`src/rtl/spi_master_slave.sv`:
```
// SPI mode-0 loopback: a master engine and a slave engine share one internal bus.
// A start pulse runs one full-duplex, MSB-first exchange between the two words.
module spi_master_slave #(
    parameter int DATA_WIDTH = 8,
    parameter int CLK_DIV    = 2
) (
    input  logic                  i_clk,
    input  logic                  i_reset,
    input  logic                  i_start,
    input  logic [DATA_WIDTH-1:0] i_m_data_in,
    input  logic [DATA_WIDTH-1:0] i_s_data_in,
    output logic                  o_busy,
    output logic                  o_done,
    output logic [DATA_WIDTH-1:0] o_m_data_out,
    output logic [DATA_WIDTH-1:0] o_s_data_out,
    output logic                  o_s_valid,
    output logic                  o_sclk,
    output logic                  o_mosi,
    output logic                  o_miso,
    output logic                  o_ss
);

    localparam int DIV_W = $clog2(CLK_DIV + 1);
    localparam int CNT_W = $clog2(DATA_WIDTH + 1);

    typedef enum logic [1:0] {S_IDLE, S_XFER, S_FINISH} state_t;

    state_t                r_state;
    state_t                w_next;
    logic [DIV_W-1:0]      r_div_cnt;
    logic [CNT_W-1:0]      r_bit_cnt;
    logic [DATA_WIDTH-1:0] r_m_tx;
    logic [DATA_WIDTH-1:0] r_m_rx;
    logic [DATA_WIDTH-1:0] r_m_data_out;
    logic                  r_sclk;
    logic                  r_ss;
    logic                  r_mosi;
    logic                  r_busy;
    logic                  r_done;

    logic [DATA_WIDTH-1:0] r_s_tx;
    logic [DATA_WIDTH-1:0] r_s_rx;
    logic [DATA_WIDTH-1:0] r_s_data_out;
    logic [CNT_W-1:0]      r_s_cnt;
    logic                  r_miso;
    logic                  r_s_valid;
    logic                  r_sclk_q;
    logic                  r_ss_q;

    logic w_tick;
    logic w_accept;
    logic w_last_fall;
    logic w_finish_end;
    logic w_s_sclk_rise;
    logic w_s_sclk_fall;
    logic w_s_ss_fall;
    logic w_s_ss_rise;

    // Start is refused while done is high so a new transfer begins only after the pulse.
    assign w_tick       = (r_div_cnt == '0);
    assign w_accept     = (r_state == S_IDLE) && i_start && !r_done;
    assign w_last_fall  = (r_state == S_XFER) && w_tick && r_sclk && (r_bit_cnt == '0);
    assign w_finish_end = (r_state == S_FINISH) && w_tick;

    always_ff @(posedge i_clk) begin
        if (i_reset) begin
            r_state <= S_IDLE;
        end else begin
            r_state <= w_next;
        end
    end

    always_comb begin
        w_next = r_state;
        case (r_state)
            S_IDLE:   if (w_accept)     w_next = S_XFER;
            S_XFER:   if (w_last_fall)  w_next = S_FINISH;
            S_FINISH: if (w_finish_end) w_next = S_IDLE;
            default:                    w_next = S_IDLE;
        endcase
    end

    always_ff @(posedge i_clk) begin
        if (i_reset) begin
            r_div_cnt    <= '0;
            r_bit_cnt    <= '0;
            r_m_tx       <= '0;
            r_m_rx       <= '0;
            r_m_data_out <= '0;
            r_sclk       <= 1'b0;
            r_ss         <= 1'b1;
            r_mosi       <= 1'b0;
            r_busy       <= 1'b0;
            r_done       <= 1'b0;
        end else begin
            r_done <= 1'b0;
            case (r_state)
                S_IDLE: begin
                    if (w_accept) begin
                        r_m_tx    <= i_m_data_in;
                        r_mosi    <= i_m_data_in[DATA_WIDTH-1];
                        r_m_rx    <= '0;
                        r_ss      <= 1'b0;
                        r_busy    <= 1'b1;
                        r_sclk    <= 1'b0;
                        r_div_cnt <= DIV_W'(CLK_DIV - 1);
                        r_bit_cnt <= CNT_W'(DATA_WIDTH);
                    end
                end
                S_XFER: begin
                    if (!w_tick) begin
                        r_div_cnt <= r_div_cnt - DIV_W'(1);
                    end else if (!r_sclk) begin
                        r_div_cnt <= DIV_W'(CLK_DIV - 1);
                        r_sclk    <= 1'b1;
                        r_m_rx    <= {r_m_rx[DATA_WIDTH-2:0], r_miso};
                        r_bit_cnt <= r_bit_cnt - CNT_W'(1);
                    end else begin
                        r_sclk <= 1'b0;
                        if (r_bit_cnt != '0) begin
                            r_div_cnt <= DIV_W'(CLK_DIV - 1);
                            r_m_tx    <= r_m_tx << 1;
                            r_mosi    <= r_m_tx[DATA_WIDTH-2];
                        end else begin
                            // FINISH holds a full low half-period plus one cycle before done.
                            r_div_cnt <= DIV_W'(CLK_DIV);
                        end
                    end
                end
                S_FINISH: begin
                    if (w_tick) begin
                        r_ss         <= 1'b1;
                        r_busy       <= 1'b0;
                        r_mosi       <= 1'b0;
                        r_m_data_out <= r_m_rx;
                        r_done       <= 1'b1;
                    end else begin
                        r_div_cnt <= r_div_cnt - DIV_W'(1);
                    end
                end
                default: ;
            endcase
        end
    end

    // Slave sees the bus one clock late through its own edge-detect registers.
    assign w_s_sclk_rise = r_sclk && !r_sclk_q;
    assign w_s_sclk_fall = !r_sclk && r_sclk_q;
    assign w_s_ss_fall   = !r_ss && r_ss_q;
    assign w_s_ss_rise   = r_ss && !r_ss_q;

    always_ff @(posedge i_clk) begin
        if (i_reset) begin
            r_sclk_q     <= 1'b0;
            r_ss_q       <= 1'b1;
            r_s_tx       <= '0;
            r_s_rx       <= '0;
            r_s_cnt      <= '0;
            r_s_data_out <= '0;
            r_miso       <= 1'b0;
            r_s_valid    <= 1'b0;
        end else begin
            r_sclk_q  <= r_sclk;
            r_ss_q    <= r_ss;
            r_s_valid <= 1'b0;
            if (w_s_ss_fall) begin
                r_s_tx  <= i_s_data_in;
                r_miso  <= i_s_data_in[DATA_WIDTH-1];
                r_s_cnt <= '0;
            end else if (w_s_ss_rise) begin
                if (r_s_cnt == CNT_W'(DATA_WIDTH)) begin
                    r_s_data_out <= r_s_rx;
                    r_s_valid    <= 1'b1;
                end
                r_miso <= 1'b0;
            end else if (!r_ss) begin
                if (w_s_sclk_rise) begin
                    r_s_rx  <= {r_s_rx[DATA_WIDTH-2:0], r_mosi};
                    r_s_cnt <= r_s_cnt + CNT_W'(1);
                end else if (w_s_sclk_fall) begin
                    r_s_tx <= r_s_tx << 1;
                    r_miso <= r_s_tx[DATA_WIDTH-2];
                end
            end
        end
    end

    assign o_busy       = r_busy;
    assign o_done       = r_done;
    assign o_m_data_out = r_m_data_out;
    assign o_s_data_out = r_s_data_out;
    assign o_s_valid    = r_s_valid;
    assign o_sclk       = r_sclk;
    assign o_mosi       = r_mosi;
    assign o_miso       = r_miso;
    assign o_ss         = r_ss;

endmodule

```
`config.mk`:
```
export PLATFORM = sky130hd
export DESIGN_NAME = spi_master_slave
export DESIGN_NICKNAME = d
export VERILOG_FILES = /design/src/rtl/spi_master_slave.sv
export SDC_FILE = /design/constraint.sdc
export NUM_CORES = 1
export LEC_CHECK = 0
export BUFFER_PORTS_ARGS = -buffer_cell sky130_fd_sc_hd__clkbuf_2
export CELL_PAD_IN_SITES_DETAIL_PLACEMENT = 1
export CELL_PAD_IN_SITES_GLOBAL_PLACEMENT = 2
export CORE_MARGIN = 4
export CORE_UTILIZATION = 32
export DETAILED_ROUTE_END_ITERATION = 7
export GPL_ROUTABILITY_DRIVEN = 0
export HOLD_SLACK_MARGIN = 0.15
export MAX_ROUTING_LAYER = met4
export PLACE_DENSITY = 0.85
export SLEW_MARGIN = 0
export SYNTH_ARGS = -nofsm -noshare
export SYNTH_HDL_FRONTEND = slang
export SYNTH_SLANG_ARGS = --single-unit
export TNS_END_PERCENT = 100
```
`constraint.sdc`:
```
create_clock -name i_clk -period 1.8 [get_ports i_clk]
set_clock_uncertainty 0.2 [all_clocks]
set_input_delay 0.27 -clock i_clk [delete_from_list [all_inputs] [get_ports i_clk]]
set_output_delay 0.27 -clock i_clk [all_outputs]
set_load 0.1 [all_outputs]
```
# Yosys cells after proc, flatten, opt, wreduce, memory -nomap -nowiden
# Cells that the tools add are included.
[classes]
n_addsub = 3
multipliers = 0
n_div = 0
order_cmp = 0
n_eq_ne = 17
shift = 0
n_mux = 48
bitwise = 4
n_reduce_logical = 40
[ops]
columns = ["operator", "n"]
rows = [
  ["two-way mux 7 bit", 9],
  ["two-way mux 8 bit", 3],
  ["AND reduction 3 bit", 7],
  ["!= test 2 bit (second input constant)", 9],
  ["two-way mux 1 bit", 17],
  ["one-hot mux 8 bit (2 select lines)", 1],
  ["two-way mux 2 bit", 7],
  ["one-hot mux 7 bit (2 select lines)", 1],
  ["two-way mux 4 bit", 3],
  ["one-hot mux 2 bit (3 select lines)", 2],
  ["AND reduction 4 bit", 3],
  ["logical AND 1 bit", 10],
  ["one-hot mux 4 bit (2 select lines)", 1],
  ["!= test 2 x 1 -> 1 bit (second input constant)", 3],
  ["!= test 3 x 1 -> 1 bit (second input constant)", 2],
  ["one-hot mux 1 bit (2 select lines)", 3],
  ["AND reduction 6 bit", 1],
  ["nonzero test 2 bit", 3],
  ["nonzero test 3 bit", 2],
  ["logical NOT 1 bit", 5],
  ["AND reduction 5 bit", 1],
  ["adder 4 x 1 -> 4 bit (second input constant)", 1],
  ["== test 4 bit (second input constant)", 1],
  ["logical NOT 2 bit", 2],
  ["11 further kinds", 15],
]
[totals]
regBits = 67
latchBits = 0
mem_bits_rw = 0
mem_bits_ro = 0
inputBits = 19
out_inout_bits = 23
elab_cells = 131
memories = 0

# Logic depth before layout (Yosys ltp)
# Gate-level depths: netlist of run 1.
[logic_depth]
ltp_word = 7
ltp_mapped = 8
depth_no_buf = 6

# Worst setup path after synthesis of run 1
# No wires, ideal clock.
[synth_path]
kind = "reg2reg"
start = "reg r_ss (netlist: o_ss)"
end = "reg r_s_rx[0]"
t_arrival_ns = 2.231
t_required_ns = 1.472
path_slack_ns = -0.758
stages_incl_launch_ff = 7
path_buffers = 1
synth_period_minus_slack_ns = 2.558
cell_sequence = "dfxtp_1 > inv_1 > ha_1 > nor4b_1 > buf_4 > mux2i_1 > nor2_1"
[synth_via]
elab_chain_len = 4
word_cells_on_any_way = 7
[synth_lines]
columns = ["item", "line", "text"]
rows = [
  ["start: declaration", "36", "logic r_ss;"],
  ["start signal: assignment", "91", "r_ss <= 1'b1;"],
  ["start signal: assignment", "103", "r_ss <= 1'b0;"],
  ["start signal: assignment", "132", "r_ss <= 1'b1;"],
  ["logical NOT 1 bit", "--", ""],
  ["logical AND 1 bit", "149", "assign w_s_ss_fall = !r_ss && r_ss_q;"],
  ["inverter 1 bit (no source line)", "--", ""],
  ["AND reduction 4 bit (no source line) (*)", "--", ""],
  ["end signal: assignment", "178", "r_s_rx <= {r_s_rx[DATA_WIDTH-2:0], r_mosi};"],
  ["end: declaration", "42", "logic [DATA_WIDTH-1:0] r_s_rx;"],
]
# Every way passes the cells marked *; elsewhere a longest branch is shown, timed or not.
# A chain may end at the register's enable or synchronous reset.

# Worst setup path in the final report of run 1
[layout_path]
start = "reg r_state[0]"
end = "reg r_sclk (netlist: o_sclk)"
[layout_via]
elab_chain_len = 5
word_cells_on_any_way = 9
[layout_lines]
columns = ["item", "line", "text"]
rows = [
  ["start: declaration", "28", "state_t r_state;"],
  ["start signal: assignment", "69", "r_state <= w_next;"],
  ["logical NOT 2 bit", "61, 97", ""],
  ["logical AND 1 bit (2 in a row)", "61", "assign w_accept = (r_state == S_IDLE) && i_start && !r_done;"],
  ["!= test 2 bit (no source line)", "--", ""],
  ["AND reduction 3 bit (no source line)", "--", ""],
  ["end signal: assignment", "90", "r_sclk <= 1'b0;"],
  ["end signal: assignment", "105", "r_sclk <= 1'b0;"],
  ["end signal: assignment", "115", "r_sclk <= 1'b1;"],
  ["end: declaration", "35", "logic r_sclk;"],
]
# Parallel ways exist; a longest one is shown, timed or not.

==> reports/metrics.cfg, run 1 <==
[sta]
timing.final.hold_violations=0
layout_min_cycle_time_ns=1.79
report.final.slew_viol_count=0
maxSlewHeadroom_pct=63.2
fraction_of_the_cycle_the_final_worst_path_needs_pct=99.6
setup_slack_ns=0.00654
worst_pin_slew_ns=0.554
finalSetupViolations=0
grt_setup_unrepaired=true
fmax_mhz=558

[floorplan]
core_area_sq_um=9240
die_h_um=106
start_util_pct=33.0
die_width_um=106
floorplan.rows=35
top_level_ports=42
floorplan.die_area_sq_um=11200

[pwr]
p_switching_mw=2.89
power.combinational.fraction_pct=54.1
sequentialPowerShare_pct=28.3
power.ir.vdd_worst_mv=1.09
power.internal_mw=4.29
power_density_nw_per_um2=1640
switching_part_of_the_total_pct=40.3
leakage_component_of_the_power_nw=1.69
power_frac_clock_pct=17.6
power.total_mw=7.18

[critical_path]
worstPathArrival_ns=1.84
crit_path_max_fanout=6
crit_path_cell_trace=inv_4 -> ha_4 -> buf_6 -> a211oi_4 -> buf_6 -> buf_16 -> nor2_4 -> o21a_1
critical_path.reg2reg.endpoint=o_sclk
crit_path_class=register to register
setup.worst_path.end_class=register
crit-reg2reg-launch=r_state[0]
critPathMostFrequentCell=sky130_fd_sc_hd__buf_6
setup.worst_path.end=o_sclk
cpMaxStageDelayCell=sky130_fd_sc_hd__dfxtp_4
timing.reg2reg.worst_path_depth=8
regToRegSetupSlack_ns=0.007
critical_path.max_stage_delay_ns=0.39
cp.required_ns=1.85
critPathLaunchType=register
crit_start=r_state[0]

[clock_tree]
clock_tree_sinks=67
cts.reportedPaths.clkPinSlew_ns=0.08
clock_tree_from_tritoncts=built
tritoncts.num_buffers=9
cts-root-to-sink-buffers=2
worstSkewPairLatency_ns=0.35
ctsHtreeMaxLevel=3
cts.root.buffer_cell=sky130_fd_sc_hd__clkbuf_8

[detailed_routing]
detail-route-antenna-nets=0
post_drt_via_cell_ratio=4.83
post_drt_wl_per_cell_um=15.7
number_of_design_rule_violations_left_after_detail_routing=0
router_iterations_before_antenna_repair=4
detail_route.wirelength_mm=8.93
drt_first_iter_violations=107
vias=2743

[logic_synthesis]
synth_enable_flop_cells=0
netlist_area_sq_um=3050
postSynthAreaPerCell_sq_um=9.16
async_flop_share_pct=0
synth_xor_area_share_pct=0.861
multiplexer_fraction_of_the_synthesized_cell_area_pct=7.22
synth-compound-area-share_pct=19.3
synth.yosys.seq_area_share_pct=44.0
leading_area_contributor_after_synthesis=sky130_fd_sc_hd__dfxtp_1
synth_cell_types=50
postSynthNetCount=367
yosys-top-cells-area=sky130_fd_sc_hd__dfxtp_1 (44%), sky130_fd_sc_hd__mux2i_1 (7.2%), sky130_fd_sc_hd__a21oi_1 (6.4%)
synthesis.yosys.warnings=0
number_of_register_bits_inferred_by_synthesis=67
synth_simple_gate_area_share_pct=17.2
synth_fa_ha_area_share_pct=6.15
synth_top_area_share_pct=44.0
postSynth.topFlopCell=sky130_fd_sc_hd__dfxtp_1
cell_count_after_synthesis=333
synth_top_family_by_area=compound AO/OA/AOI/OAI gates

[global_route]
grt.overflow.total=0
first_global_vias=2795
grt_first_pass_wirelength_mm=13.5
global_route.usage.total_pct=15.5
grt_antenna_before_repair=0
largest_net_degree_at_the_start_of_global_routing=19

[finish]
fillCellCount=1085
layout-area-overhead-vs-synth_pct=43.3
seqCellArea_sq_um=1360
fin_nets=468
multi_input_area_sq_um=1750
final_layout_size_suffix_gt1_share_pct=38.3
n_antenna_cell=0

[run]
drv.max_cap_violation_count=0

[placed_design]
number_of_port_buffers=41
place.detailed.hpwl_mm=5.45
dp_slack_ns=-0.148

[hold_path]
hold_class=input port to register

[outcome]
result_of_the_run=completed

## metal layers
metal / wire, um / vias to the layer above / part of all wire [%] / track usage [%]
met5: 0 / - / 0 / -
met4: 101 / 0 / 1.1 / 7.49
met3: 251 / 10 / 2.8 / 2.82
met2: 4610 / 43 / 52 / 25.2
met1: 3970 / 1326 / 44 / 18.7
li1: - / 1364 / - / -
## cell usage after synthesis, types with 2 or more instances
cell type / instances
sky130_fd_sc_hd__ha_1: 15
sky130_fd_sc_hd__o21a_1: 2
sky130_fd_sc_hd__a311oi_1: 8
sky130_fd_sc_hd__clkbuf_1: 10
sky130_fd_sc_hd__buf_4: 6
sky130_fd_sc_hd__a41o_1: 2
sky130_fd_sc_hd__xor2_1: 2
sky130_fd_sc_hd__nand2b_1: 4
sky130_fd_sc_hd__dfxtp_1: 67
sky130_fd_sc_hd__a211oi_1: 6
sky130_fd_sc_hd__nor3b_1: 2
sky130_fd_sc_hd__nand2_1: 51
sky130_fd_sc_hd__a31oi_1: 2
sky130_fd_sc_hd__o21ai_0: 12
sky130_fd_sc_hd__and2_1: 2
sky130_fd_sc_hd__nor3_1: 5
sky130_fd_sc_hd__nor2_1: 25
sky130_fd_sc_hd__nor2b_1: 2
sky130_fd_sc_hd__mux2i_1: 22
sky130_fd_sc_hd__nor4b_1: 2
sky130_fd_sc_hd__inv_1: 12
sky130_fd_sc_hd__buf_2: 3
sky130_fd_sc_hd__a211oi_2: 6
sky130_fd_sc_hd__a21oi_1: 39
## cell usage in the layout, fill, tap and decap left out, types with 4 or more instances in the layout
cell                            synthesis  layout
sky130_fd_sc_hd__a211oi_2               6       8
sky130_fd_sc_hd__dlygate4sd3_1          0      15
sky130_fd_sc_hd__nand2b_1               4       4
sky130_fd_sc_hd__a21oi_1               39      36
sky130_fd_sc_hd__dfxtp_2                0       4
sky130_fd_sc_hd__nor3_1                 5       4
sky130_fd_sc_hd__o21ai_0               12       9
sky130_fd_sc_hd__nand2_1               51      49
sky130_fd_sc_hd__mux2i_1               22      22
sky130_fd_sc_hd__ha_4                   0       6
sky130_fd_sc_hd__nor2_1                25      24
sky130_fd_sc_hd__a311oi_1               8       6
sky130_fd_sc_hd__inv_1                 12       7
sky130_fd_sc_hd__ha_1                  15       8
sky130_fd_sc_hd__buf_12                 0       4
sky130_fd_sc_hd__clkbuf_8               0      10
sky130_fd_sc_hd__a21oi_2                0       4
sky130_fd_sc_hd__clkbuf_2               0      40
sky130_fd_sc_hd__dfxtp_4                0       4
sky130_fd_sc_hd__buf_4                  6      45
sky130_fd_sc_hd__dfxtp_1               67      59
sky130_fd_sc_hd__buf_6                  1       5
## cells by family after synthesis
group,after synthesis
and+or+nand+nor,106
adders and majority gates,15
xor gates and xnor gates,3
DFF,67
muxes,22
buffers and inverters,34
AOI/OAI and AO/OA,86
## worst min path at each step
| stage | startpoint | to | depth (start not counted) |
|---|---|---|---|
| 6_report | i_m_data_in[0] | r_m_tx[0] | 3 |
| 3_5_place_dp | o_m_data_out[3] | o_m_data_out[3] | 2 |
| 3_3_place_gp | o_m_data_out[2] | o_m_data_out[2] | 2 |
| 2_1_floorplan | r_m_rx[7] | o_m_data_out[7] | 2 |
| 4_1_cts | i_m_data_in[0] | r_m_tx[0] | 3 |
| 5_1_grt | i_m_data_in[0] | r_m_tx[0] | 3 |
## final cells by class
| type | instances | area share (%) |
|---|---|---|
| Sequential cell | 67 | 31.1 |
| Timing Repair Buffer | 110 | 19.5 |
| Multi-Input combinational cell | 233 | 39.9 |
| Tap cell | 129 | 3.69 |
| Clock buffer | 11 | 3.23 |
| Inverter | 13 | 1.32 |
| Clock inverter | 5 | 1.20 |
## timing repair
action | in CTS | in global routing
gates cloned | 1 | 1
hold buffers | 15 | 0
endpoints found under the setup margin | 18 | 45
buffers inserted | 5 | 16
resized for setup | 7 | 44
pin swaps | 5 | 20
hold endpoints to repair | 16 | 0
## sequential cells by signal, indices dropped and copies added, names as in the netlist
register	count
o_busy	1
o_done	1
o_m_data_out	8
o_miso	1
o_mosi	1
o_s_data_out	8
o_s_valid	1
o_sclk	1
o_ss	1
r_bit_cnt	4
r_div_cnt	2
r_m_rx	8
r_m_tx	7
r_s_cnt	4
r_s_rx	8
r_s_tx	7
r_sclk_q	1
r_ss_q	1
r_state	2
## power groups by stage
stage          Clock [mW]  Sequential (mW)  Combinational, mW
6_report             1.26             2.03               3.88
2_1_floorplan           0             2.32               1.65
4_1_cts              1.30             2.00               3.20
3_5_place_dp            0             2.03               2.82
3_3_place_gp            0             2.01               2.73
5_1_grt              1.36             2.07               4.17
## through the flow
stage          std cells  util [%]  hold slack (ns)  instance area (sq um)  TNS, ns
2_1_floorplan        333         -            0.228                   3090   -0.213
3_3_place_gp         514      39.1            0.247                   3620  -0.0413
3_5_place_dp         514      39.1            0.251                   3620   -0.611
4_1_cts              551      44.0            0.191                   4070  -0.0639
5_1_grt              568      47.3            0.208                   4370   -0.612
6_report             568      47.3            0.154                   4370        0
## worst max-delay path, delay by kind of cell (launching register included)
| family | cells | cell delay (ns) |
|---|---|---|
| adders and majority gates | 1 | 0.16 |
| AOI/OAI and AO/OA | 2 | 0.47 |
| buffers and inverters | 4 | 0.45 |
| DFF | 1 | 0.39 |
| and+or+nand+nor | 1 | 0.03 |
(Power assumes the default switching activity.)
==> run 2, diff against run 1 <==
--- a/config.mk
+++ b/config.mk
@@ -5,16 +5,16 @@
 export SDC_FILE = /design/constraint.sdc
 export NUM_CORES = 1
 export LEC_CHECK = 0
-export BUFFER_PORTS_ARGS = -buffer_cell sky130_fd_sc_hd__clkbuf_2
 export CELL_PAD_IN_SITES_DETAIL_PLACEMENT = 1
 export CELL_PAD_IN_SITES_GLOBAL_PLACEMENT = 2
 export CORE_MARGIN = 4
 export CORE_UTILIZATION = 32
 export DETAILED_ROUTE_END_ITERATION = 7
+export DONT_BUFFER_PORTS = 1
 export GPL_ROUTABILITY_DRIVEN = 0
 export HOLD_SLACK_MARGIN = 0.15
 export MAX_ROUTING_LAYER = met4
-export PLACE_DENSITY = 0.85
+export PLACE_DENSITY = 0.78
 export SLEW_MARGIN = 0
 export SYNTH_ARGS = -nofsm -noshare
 export SYNTH_HDL_FRONTEND = slang
==> run 2 against run 1 <==
The flow now finishes with violations (negative hold slack). Sequential power about the same. Routed wire length is 13% lower. Sequential cell count unchanged. Power fell by 4.8%. Final cell count decreased by 7.2%. Die area did not move. Combinational power shrank 10%. Core utilization down 3.1 points. Cell area decreased by 6.6%. Maximum frequency is 0.38% higher.
==> reports/metrics.cfg, run 2 (synthesis results as in run 1) <==
[sta]
finalSetupViolations=0
fraction_of_the_cycle_the_final_worst_path_needs_pct=99.3
report.final.slew_viol_count=0
grt_setup_unrepaired=true
fmax_mhz=560
worst_pin_slew_ns=0.380
timing.final.hold_violations=58
layout_min_cycle_time_ns=1.79
worst_hold_slack_ns=-0.209
maxSlewHeadroom_pct=74.5

[detailed_routing]
detail_route.wirelength.met1_mm=3.64
post_drt_via_cell_ratio=4.80
routed-wl-met3_um=289
dr.max_layer_used=met4
drt_first_iter_violations=86
post_drt_wl_per_cell_um=14.8
detail-route-antenna-nets=0
router_iterations_before_antenna_repair=4
met2_routed_wl_mm=3.74
number_of_design_rule_violations_left_after_detail_routing=0
detail_route.wirelength_mm=7.78
vias=2528

[critical_path]
worstPathArrival_ns=1.81
crit-reg2reg-launch=r_state[1]
setup.worst_path.end_class=register
critPathLaunchType=register
crit_path_max_fanout=5
crit_path_class=register to register
cp.required_ns=1.82
regToRegSetupSlack_ns=0.01
critical_path.reg2reg.endpoint=o_mosi
crit_start=r_state[1]
timing.reg2reg.worst_path_depth=7

[outcome]
result_of_the_run=finished, violations left
violations=negative hold slack

[global_route]
grt_antenna_before_repair=0
largest_net_degree_at_the_start_of_global_routing=62
first_global_vias=2504
grt_first_pass_wirelength_mm=12.5
global_route.usage.total_pct=14.1
grt.overflow.total=0

[finish]
final_cell_count_no_fill=527
mostFrequentLayoutCell=sky130_fd_sc_hd__dfxtp_1
n_antenna_cell=0
finalCoreUtilization_pct=44.2
fin_nets=428
layout_common_cells=sky130_fd_sc_hd__dfxtp_1 (59), sky130_fd_sc_hd__buf_4 (58), sky130_fd_sc_hd__nand2_1 (50)
layout-area-overhead-vs-synth_pct=33.9
fillCellCount=1049
final_layout_size_suffix_gt1_share_pct=31.4

[floorplan]
floorplan.rows=35
floorplan.die_area_sq_um=11200
die_width_um=106
start_util_pct=33.0
top_level_ports=42
die_h_um=106
core_area_sq_um=9240

[pwr]
power_density_nw_per_um2=1670
power.ir.vdd_worst_mv=0.918
power.total_mw=6.84
leakage_component_of_the_power_nw=1.54

[hold_path]
hold_path_depth=1
worst_hold_path.endpoint=o_s_data_out[3]
hold_class=input port to register
hold_path_startpoint=i_reset

[placed_design]
place.detailed.hpwl_mm=5.03
number_of_port_buffers=0
place.detailed.instances=488

[clock_tree]
ctsHtreeMaxLevel=3
clock_tree_sinks=67
cts-root-to-sink-buffers=2
clock_tree_from_tritoncts=built
worstSkewPairLatency_ns=0.34
cts.root.buffer_cell=sky130_fd_sc_hd__clkbuf_8
tritoncts.num_buffers=9
hold_buffers=4
cts.reportedPaths.clkPinSlew_ns=0.07

[run]
drv.max_cap_violation_count=0

run 2: cell types whose count changed in the layout (fill, tap and decap cells not counted), moves of 3 or more:
cell	change
sky130_fd_sc_hd__a21oi_1	+3
sky130_fd_sc_hd__a21oi_2	-4
sky130_fd_sc_hd__buf_4	+13
sky130_fd_sc_hd__clkbuf_2	-40
sky130_fd_sc_hd__clkbuf_8	+3
sky130_fd_sc_hd__clkinv_2	-3
sky130_fd_sc_hd__dlygate4sd3_1	-11
sky130_fd_sc_hd__o21ai_0	+3
sky130_fd_sc_hd__o21ai_1	-3
run 2: what timing repair did:
item	in CTS	in global routing
endpoints found under the setup margin	21	44
pin swaps	3	16
setup buffers	6	14
gates resized for setup	10	21
gates cloned	1	0
hold endpoints to repair	63	60
run 2: cell type report:
| class | count | area, sq um | area share (%) |
|---|---|---|---|
| clock buffer | 14 | 183 | 4.47 |
| timing repair buffer | 71 | 629 | 15.4 |
| clock inverter | 1 | 30.0 | 0.735 |
| sequential | 67 | 1360 | 33.4 |
| tap | 129 | 161 | 3.95 |
| inverter | 13 | 53.8 | 1.32 |
| multi-input combinational | 232 | 1660 | 40.7 |
run 2: power breakdown:
part	switching [mW]	total, mW	internal [mW]
clock network	0.557	1.34	0.785
registers	0.226	2.00	1.78
logic	1.80	3.49	1.69
run 2: stage by stage:
| stage | setup WS (ns) | area (sq um) | TNS (ns) |
|---|---|---|---|
| global route | -0.0741 | 4090 | -0.797 |
| global placement | 0.00577 | 3530 | 0 |
| floorplan | -0.0299 | 3090 | -0.213 |
| detailed placement | -0.0825 | 3530 | -0.522 |
| CTS | -0.0162 | 3890 | -0.0162 |
| finish | 0.0134 | 4090 | 0 |
run 2: worst max path at each step:
stage	endpoint
CTS	r_bit_cnt[3]
floorplan	r_s_rx[0]
global placement	o_busy
global route	r_m_tx[4]
detailed placement	o_mosi
finish	o_mosi
run 2: metal layers:
metal,global-route usage (%),up-vias
met3,3.00,10
met2,21.9,36
met4,5.27,0
met5,-,-
met1,18.2,1203
li1,-,1279
run 2: critical path, cell delays in order, from the launching register on:
cell and delay (ns):
sky130_fd_sc_hd__dfxtp_4 0.37, sky130_fd_sc_hd__buf_4 0.15, sky130_fd_sc_hd__ha_4 0.17, sky130_fd_sc_hd__o21ba_2 0.21, sky130_fd_sc_hd__a211oi_2 0.25, sky130_fd_sc_hd__buf_4 0.15
sky130_fd_sc_hd__buf_4 0.09, sky130_fd_sc_hd__a311oi_1 0.08
==> run 3, diff against run 2 <==
--- a/config.mk
+++ b/config.mk
@@ -7,7 +7,6 @@
 export LEC_CHECK = 0
 export CELL_PAD_IN_SITES_DETAIL_PLACEMENT = 1
 export CELL_PAD_IN_SITES_GLOBAL_PLACEMENT = 2
-export CORE_MARGIN = 4
 export CORE_UTILIZATION = 32
 export DETAILED_ROUTE_END_ITERATION = 7
 export DONT_BUFFER_PORTS = 1
@@ -15,6 +14,7 @@
 export HOLD_SLACK_MARGIN = 0.15
 export MAX_ROUTING_LAYER = met4
 export PLACE_DENSITY = 0.78
+export SETUP_SLACK_MARGIN = 0.1
 export SLEW_MARGIN = 0
 export SYNTH_ARGS = -nofsm -noshare
 export SYNTH_HDL_FRONTEND = slang
==> run 3 against run 2 <==
The flow still finishes with violations (negative hold slack). Register-to-register slack improved by 0.02 ns. Power rose by 8.5%. Core utilization rose by 2.5 points. Final cell count fell by 0.95%. Largest power group unchanged. Critical endpoint is now r_m_tx[6]. Highest routed layer unchanged. Combinational power rose by 13%. Critical path type unchanged. Global-route usage rose by 2.9 points. Worst setup slack improved by 0.021 ns. Maximum frequency rose by 1.2%.
==> reports/metrics.cfg, run 3 (synthesis results as in run 1) <==
[sta]
timing.final.hold_violations=58
maxSlewHeadroom_pct=70.3
layout_min_cycle_time_ns=1.77
worst_pin_slew_ns=0.442
finalSetupViolations=0
report.final.slew_viol_count=0
worst_hold_slack_ns=-0.214
setup_slack_ns=0.0347
fraction_of_the_cycle_the_final_worst_path_needs_pct=98.1
fmax_mhz=566
grt_setup_unrepaired=true

[finish]
final_cell_count_no_fill=522
final_layout_size_suffix_gt1_share_pct=41.5
layout-area-overhead-vs-synth_pct=41.5
n_antenna_cell=0
mostFrequentLayoutCell=sky130_fd_sc_hd__dfxtp_1
finalCoreUtilization_pct=46.7
layout_common_cells=sky130_fd_sc_hd__dfxtp_1 (59), sky130_fd_sc_hd__buf_4 (48), sky130_fd_sc_hd__nand2_1 (44)
fin_nets=424

[detailed_routing]
number_of_design_rule_violations_left_after_detail_routing=0
detail_route.wirelength_mm=7.98
post_drt_wl_per_cell_um=15.3
vias=2552
drt_first_iter_violations=44
post_drt_via_cell_ratio=4.89
router_iterations_before_antenna_repair=4
detail-route-antenna-nets=0

[critical_path]
regToRegSetupSlack_ns=0.03
crit_path_max_fanout=8
critPathLaunchType=register
cp.required_ns=1.86
crit_path_cell_trace=inv_4 -> ha_4 -> nor2b_4 -> a211oi_4 -> buf_12 -> a21oi_2 -> a311oi_1
setup.worst_path.end_class=register
critical_path.max_stage_delay_ns=0.35
critical_path.reg2reg.endpoint=r_m_tx[6]
crit-reg2reg-launch=r_state[1]
crit_path_class=register to register
worstPathArrival_ns=1.82
cp_top_family=compound AO/OA/AOI/OAI gates
timing.reg2reg.worst_path_depth=7
cpMaxStageDelayCell=sky130_fd_sc_hd__dfxtp_2
critical_path.n_buffers_inverters=2

[clock_tree]
tritoncts.num_buffers=9
cts.root.buffer_cell=sky130_fd_sc_hd__clkbuf_8
worstSkewPairLatency_ns=0.34
cts.reportedPaths.clkPinSlew_ns=0.07
clock_tree_sinks=67
clock_tree_from_tritoncts=built
cts-root-to-sink-buffers=2
hold_buffers=4
ctsHtreeMaxLevel=3

[floorplan]
start_util_pct=33.0
floorplan.rows=35
core_area_sq_um=9240
floorplan.die_area_sq_um=9930
die_h_um=99.6
die_width_um=99.6
top_level_ports=42

[hold_path]
hold_class=input port to register
hold_path_startpoint=i_reset
hold_path_depth=1
worst_hold_path.endpoint=r_bit_cnt[1]

[placed_design]
place.detailed.hpwl_mm=5.02
dp_slack_ns=-0.132
number_of_port_buffers=0
place.detailed.instances=486

[global_route]
grt_antenna_before_repair=0
first_global_vias=2638
global_route.usage.total_pct=17.1
grt.overflow.total=0
grt_first_pass_wirelength_mm=12.9
largest_net_degree_at_the_start_of_global_routing=62

[run]
drv.max_cap_violation_count=0

[outcome]
violations=negative hold slack
result_of_the_run=finished, violations left

[pwr]
leakage_component_of_the_power_nw=1.59
power_density_nw_per_um2=1720
power.total_mw=7.42
power.ir.vdd_worst_mv=1.06

-- run 3: repair_timing --
action	in CTS	in global routing
hold endpoints to repair	65	60
pin swaps	21	35
setup buffers	11	6
gates resized for setup	36	50
setup endpoints to repair	37	54
gates cloned	1	1
-- run 3: area by class of cell --
type,instances,area (sq um)
fill,1056,4920
tap,129,161
multi-input combinational,232,1910
sequential,67,1360
inverter,13,56.3
timing repair buffer,67,613
clock inverter,2,60.1
clock buffer,12,155
-- run 3: power by group --
part,internal (mW),switching [mW]
sequential,1.78,0.274
combinational,1.88,2.08
clock,0.842,0.565
-- run 3: how the worst max path moves through the flow --
| stage | startpoint | endpoint | slack, ns | cells after the start |
|---|---|---|---|---|
| global route | r_state[0] | r_bit_cnt[2] | -0.05 | 6 |
| finish | r_state[1] | r_m_tx[6] | 0.03 | 7 |
| detailed placement | r_state[0] | r_m_tx[1] | -0.13 | 7 |
| global placement | r_state[0] | r_m_tx[0] | -0.07 | 6 |
| floorplan | o_ss | r_s_rx[0] | -0.03 | 6 |
| CTS | r_state[1] | o_sclk | 0.005 | 8 |
-- run 3: per-stage QoR --
step           area (sq um)  setup TNS (ns)
4_1_cts                4060               0
5_1_grt                4320          -0.266
3_5_place_dp           3560           -1.20
6_report               4320               0
2_1_floorplan          3200          -0.226
3_3_place_gp           3560          -0.115
-- run 3: metal layers --
layer	vias up	part of all wire (%)	track usage, %
met5	-	0	-
met4	0	1.4	6.56
met3	11	3.2	3.79
met2	34	49	28.0
met1	1231	47	20.4
li1	1276	-	-
